**src/rtl/sipo_word_receiver.sv**
```systemverilog
// MSB-first serial-to-parallel word receiver with frame resync, a single-entry
// valid/ready output buffer and sticky overrun / sync error flags.
module sipo_word_receiver #(
  parameter int unsigned WIDTH = 4,
  localparam int unsigned CW = $clog2(WIDTH + 1)
) (
  input  logic             clk,
  input  logic             rst,
  input  logic             serial_in,
  input  logic             bit_valid,
  input  logic             frame_start,
  input  logic             word_ready,
  input  logic             clear_err,
  output logic [WIDTH-1:0] word_out,
  output logic             word_valid,
  output logic [CW-1:0]    bit_count,
  output logic             busy,
  output logic             overrun,
  output logic             sync_err
);

  typedef enum logic [0:0] {StIdle, StRecv} state_e;
  typedef logic [WIDTH-2:0] sr_t;

  state_e          state_q;
  sr_t             sr_q;  // bits collected so far; only WIDTH-1 are ever pending
  logic [CW-1:0]   cnt_q;
  logic [WIDTH-1:0] word_q;
  logic            word_valid_q;
  logic            overrun_q;
  logic            sync_err_q;

  logic             in_recv;
  logic             resync;
  logic             last_bit;
  logic             complete;
  logic [WIDTH-1:0] next_word;

  always_comb begin
    in_recv   = (state_q == StRecv);
    resync    = bit_valid && frame_start && in_recv;
    last_bit  = (cnt_q == CW'(WIDTH - 1));
    complete  = bit_valid && !frame_start && in_recv && last_bit;
    next_word = {sr_q, serial_in};
  end

  always_ff @(posedge clk) begin
    if (rst) begin
      state_q      <= StIdle;
      sr_q         <= '0;
      cnt_q        <= '0;
      word_q       <= '0;
      word_valid_q <= 1'b0;
      overrun_q    <= 1'b0;
      sync_err_q   <= 1'b0;
    end else begin
      // Receiver: sampling never stalls on output backpressure.
      if (bit_valid) begin
        if (frame_start) begin
          state_q <= StRecv;
          sr_q    <= sr_t'(serial_in);
          cnt_q   <= CW'(1);
        end else if (in_recv) begin
          sr_q <= next_word[WIDTH-2:0];
          if (last_bit) begin
            state_q <= StIdle;
            cnt_q   <= '0;
          end else begin
            cnt_q <= cnt_q + CW'(1);
          end
        end
      end

      // Output buffer; a same-cycle consume frees the slot for the new word.
      if (complete) begin
        if (!word_valid_q || word_ready) begin
          word_q       <= next_word;
          word_valid_q <= 1'b1;
        end
      end else if (word_valid_q && word_ready) begin
        word_valid_q <= 1'b0;
      end

      // Clear first so a coinciding set condition wins.
      if (clear_err) begin
        overrun_q  <= 1'b0;
        sync_err_q <= 1'b0;
      end
      if (complete && word_valid_q && !word_ready) begin
        overrun_q <= 1'b1;
      end
      if (resync) begin
        sync_err_q <= 1'b1;
      end
    end
  end

  assign word_out   = word_q;
  assign word_valid = word_valid_q;
  assign bit_count  = cnt_q;
  assign busy       = in_recv;
  assign overrun    = overrun_q;
  assign sync_err   = sync_err_q;

endmodule

```
**config.mk**
```make
export PLATFORM = sky130hd
export DESIGN_NAME = sipo_word_receiver
export DESIGN_NICKNAME = d
export VERILOG_FILES = /design/src/rtl/sipo_word_receiver.sv
export SDC_FILE = /design/constraint.sdc
export NUM_CORES = 1
export LEC_CHECK = 0
export CORE_MARGIN = 3
export CORE_UTILIZATION = 29
export DETAILED_ROUTE_END_ITERATION = 8
export SLEW_MARGIN = 40
export SYNTH_ARGS = -nofsm -noshare
export SYNTH_HDL_FRONTEND = slang
export SYNTH_SLANG_ARGS = --single-unit
```
**constraint.sdc**
```tcl
create_clock -name clk -period 1.25 [get_ports clk]
set_input_delay 0.125 -clock clk [delete_from_list [all_inputs] [get_ports clk]]
set_output_delay 0.125 -clock clk [all_outputs]
set_load 0.05 [all_outputs]
```
; Yosys cells after proc, flatten, opt, wreduce, memory -nomap -nowiden
; Cells that the tools add are included.
[totals]
ff_bits = 14
inputBits = 7
word_cells = 43
[op_classes]
n_addsub = 1
eq_ne = 2
n_mux = 14
reduce_logical = 19
[ops]
columns = operator, count
row1 = $mux W3, 5
row2 = $mux W1, 9
row3 = $logic_and A1 B1 Y1, 8
row4 = $reduce_bool A2 Y1, 4
row5 = $reduce_and A2 Y1, 3
row6 = $add A3 B1 Y3 const B, 1
row7 = $eq A3 B2 Y1 const B, 1
row8 = $logic_not A1 Y1, 3
row9 = $ne A2 B1 Y1 const B, 1
row10 = $logic_or A1 B1 Y1, 1

; Longest topological paths before layout
[depth]
depth_word = 7
ltp_mapped = 4

; Worst setup path before layout
; Ideal clock, no wire load.
[synth_timing]
kind = flip-flop to flip-flop
startpoint = register state_q, in the netlist busy
endpoint = register word_q[0], in the netlist word_out[0]
setup_ps = 72
t_arrival_ps = 1501
setup_slack_ps = -323
path_stages_with_launch = 5
n_path_buf = 1
synth_period_minus_slack_ps = 1573
path_cell_list = dfxtp_1 > and3b_1 > buf_6 > nor3b_4 > mux2i_1
[synth_between]
elab_chain_len = 3
[synth_rtl]
columns = item, line_no
row1 = start: declaration, 25  ; state_e state_q;
row2 = start signal: assignment, 49  ; state_q <= StIdle;
row3 = start signal: assignment, 60  ; state_q <= StRecv;
row4 = start signal: assignment, 66  ; state_q <= StIdle;
row5 = $logic_and A1 B1 Y1 (2 in series), 43  ; complete = bit_valid && !frame_start && in_recv && last_bit;
row6 = $reduce_and A2 Y1 (no source line), n/a
row7 = end signal: assignment, 77  ; word_q <= next_word;
row8 = end: declaration, 28  ; logic [WIDTH-1:0] word_q;
; No other way between the ends.
; A chain may end at the register's enable or synchronous reset.

; Worst setup path after layout
[layout_timing]
startpoint = register cnt_q[1], in the netlist bit_count[1]
endpoint = register word_q[2], in the netlist word_out[2]
[layout_between]
elab_chain_len = 3
[layout_rtl]
columns = item, line_no
row1 = start: declaration, 27  ; logic [CW-1:0] cnt_q;
row2 = start signal: assignment, 69  ; cnt_q <= cnt_q + CW'(1);
row3 = $eq A3 B2 Y1, 42  ; last_bit = (cnt_q == CW'(WIDTH - 1));
row4 = $logic_and A1 B1 Y1, 43
row5 = $reduce_and A2 Y1 (no source line), n/a
; No other way between the ends.

==> impl_metrics.json <==
{
  "die_area_um2": 2680,
  "final_cells": 116,
  "grt_max_degree": 20,
  "crit_required_ns": 1.46,
  "power_density_nw_per_um2": 825,
  "fin_skew_ns": 0.00584,
  "die_y_um": 51.8,
  "core_um2": 1860,
  "cp.arrival_ns": 1.41,
  "cts_buffers": 3,
  "synth_warnings": 0,
  "worstPathCellList": "ha_4 > nand2b_4 > nor3b_4 > mux2i_1",
  "synth_nets": 70,
  "max_slew.worst_pin.slew_ns": 0.309,
  "io_pins": 18,
  "dr.pass1.iters": 4,
  "dp_hpwl_um": 947,
  "htreeDepth": 1,
  "dr_total_vias": 537,
  "root_buffer": "clkbuf_4",
  "p_leak_uw": 0.000407,
  "n_antenna_cell": 0,
  "tns_ns": 0,
  "maxSlewHeadroom_pct": 79.4,
  "period_minus_slack_ns": 1.20,
  "final_layout_size_suffix_gt1_share_pct": 37.4,
  "wl_per_cell_um": 11.2,
  "cp-end-kind": "register",
  "worst_setup_path_start_kind": "register",
  "critPathMaxFanout": 4,
  "area_growth_pct": 73.7,
  "synth_cell_type_count": 21,
  "post-place-cells": 110,
  "start_util_pct": 32.7,
  "outcome": "finished clean",
  "viasPerCell": 4.63,
  "cts.sinks": 14,
  "rsz0062_at_grt": "yes",
  "layout_common_cells": "12 x buf_12, 10 x buf_4, 9 x nand2b_1, 9 x dfxtp_1, 8 x nor2_1",
  "std_cell_rows": 15,
  "place_congestion": 0.695,
  "detail-route-antenna-nets": 0,
  "slowest_stage": "dfxtp_4",
  "cp_top_family": "simple AND/OR/NAND/NOR gates",
  "finalHoldViolCount": 0,
  "grt_pass1_vias": 506,
  "peakVddDrop_uv": 761,
  "hold_buffers": 0,
  "ys_seq_elements": 14,
  "placed_area_um2": 1010,
  "yosysSeqAreaShare_pct": 46.1,
  "avgSynthCellArea_um2": 9.81,
  "critical_path_class": "register to register",
  "cts_buffer_depth": 2,
  "min_path_type": "input port to register",
  "min_period_over_period_pct": 96.1,
  "totalWireLength_um": 1300,
  "max_freq_mhz": 832,
  "overflow": 0,
  "io_buffers": 17,
  "syn_area_um2": 608,
  "rrSetupSlack_ns": 0.05,
  "critPathMaxStageDelay_ns": 0.36,
  "clk_latency_ns": 0.28,
  "grt_antenna_before_repair": 0,
  "gr-usage-all-layers_pct": 11.7,
  "final_common_cell": "buf_12",
  "cts.clk_slew.worst_paths_ns": 0.08,
  "drcViolationCount": 0,
  "finalSetupViolations": 0,
  "grt_pass1_wl_um": 2330,
  "final_max_slew_viol_count": 0,
  "nets": 100,
  "post-route-cell-area_um2": 1060,
  "synthCells": 62,
  "crit_buf_inv": 0,
  "drv_cap": 0,
  "cts_tree": "done",
  "die_x_um": 51.8,
  "drt_iter0_drc": 12
}
==> registers in the layout, summed over array words and instances, names as in the netlist <==
signal	count
word_out	4
bit_count	3
sr_q	3
busy	1
overrun	1
sync_err	1
word_valid	1
==> logic make-up after synthesis <==
kind of cell | Yosys count | share of synthesized area (%)
and+or+nand+nor | 25 | 25.5
DFF | 14 | 46.1
AOI/OAI and AO/OA | 12 | 13.8
buffers and inverters | 5 | 4.32
muxes | 5 | 8.23
adders and majority gates | 1 | 2.06
==> power by group <==
group / switching, uW / leakage, uW / internal (uW)
Clock: 143 / 0.0000150 / 124
Sequential: 6.32 / 0.000116 / 452
Combinational: 65.3 / 0.000276 / 80.9
Total: 215 / 0.000407 / 657
==> cell usage after synthesis <==
| master | number | area (um2) |
|---|---|---|
| dfxtp_1 | 14 | 280 |
| nand2b_1 | 10 | 62.6 |
| nor2_1 | 8 | 30.0 |
| a22oi_1 | 5 | 37.5 |
| mux2i_1 | 5 | 50.1 |
| a21oi_1 | 2 | 10.0 |
| clkbuf_1 | 2 | 7.51 |
| inv_1 | 2 | 7.51 |
| nor2b_1 | 2 | 12.5 |
| a21o_1 | 1 | 7.51 |
| a31oi_1 | 1 | 6.26 |
| a32oi_1 | 1 | 8.76 |
| and2_2 | 1 | 7.51 |
| and3b_1 | 1 | 8.76 |
| buf_6 | 1 | 11.3 |
| ha_1 | 1 | 12.5 |
| nand3b_1 | 1 | 7.51 |
| nor3b_4 | 1 | 18.8 |
| o21ai_1 | 1 | 5.00 |
| o32ai_1 | 1 | 8.76 |
| or2b_1 | 1 | 7.51 |
==> metrics by stage <==
step,utilization (%),setup slack [ns],hold WS (ns),total power (uW)
after global routing,56.8,-0.0177,0.490,923
after floorplan,-,-0.0287,0.205,532
after CTS,55.6,0.0110,0.440,894
final,56.8,0.0486,0.453,871
after global placement,54.2,-0.155,0.465,611
after detailed placement,54.2,-0.164,0.471,613
==> cell type report <==
| type | instances | area (um2) |
|---|---|---|
| fill | 167 | 802 |
| timing repair buffer | 28 | 375 |
| multi-input combinational | 43 | 322 |
| sequential | 14 | 294 |
| tap | 25 | 31.3 |
| clock buffer | 4 | 26.3 |
| inverter | 2 | 7.51 |
==> worst paths after layout <==
kind	start	end	depth (start not counted)
hold reg to reg	sr_q[2]$_SDFFE_PP0P_	word_out[3]$_SDFFE_PP0P_	2
setup / recovery	bit_count[1]$_SDFFE_PP0P_	word_out[2]$_SDFFE_PP0P_	4
setup reg to reg	bit_count[1]$_SDFFE_PP0P_	word_out[2]$_SDFFE_PP0P_	4
hold / removal	serial_in	word_out[0]$_SDFFE_PP0P_	3
==> worst register-to-register path: cells and delay by family (launching register included) <==
family | cells | cell delay, ns
AND/OR/NAND/NOR | 2 | 0.39
flip-flops | 1 | 0.36
multiplexers | 1 | 0.22
adder cells (fa/ha/maj) | 1 | 0.16
==> repair_timing <==
item | 4_1_cts | 5_1_grt
buffers inserted | 0 | 2
setup endpoints to repair | 3 | 4
gates resized for setup | 0 | 1
pin swaps | 1 | 2
==> metal layers <==
metal	vias up	part of all wire (%)	wire length [um]	GRT usage, %
li1	273	-	-	-
met1	250	44	571	14.7
met2	12	49	638	18.0
met3	2	6.2	81	4.58
met4	0	0.92	12	3.93
met5	-	0	0	0
Power figures use the tool's default switching activity.
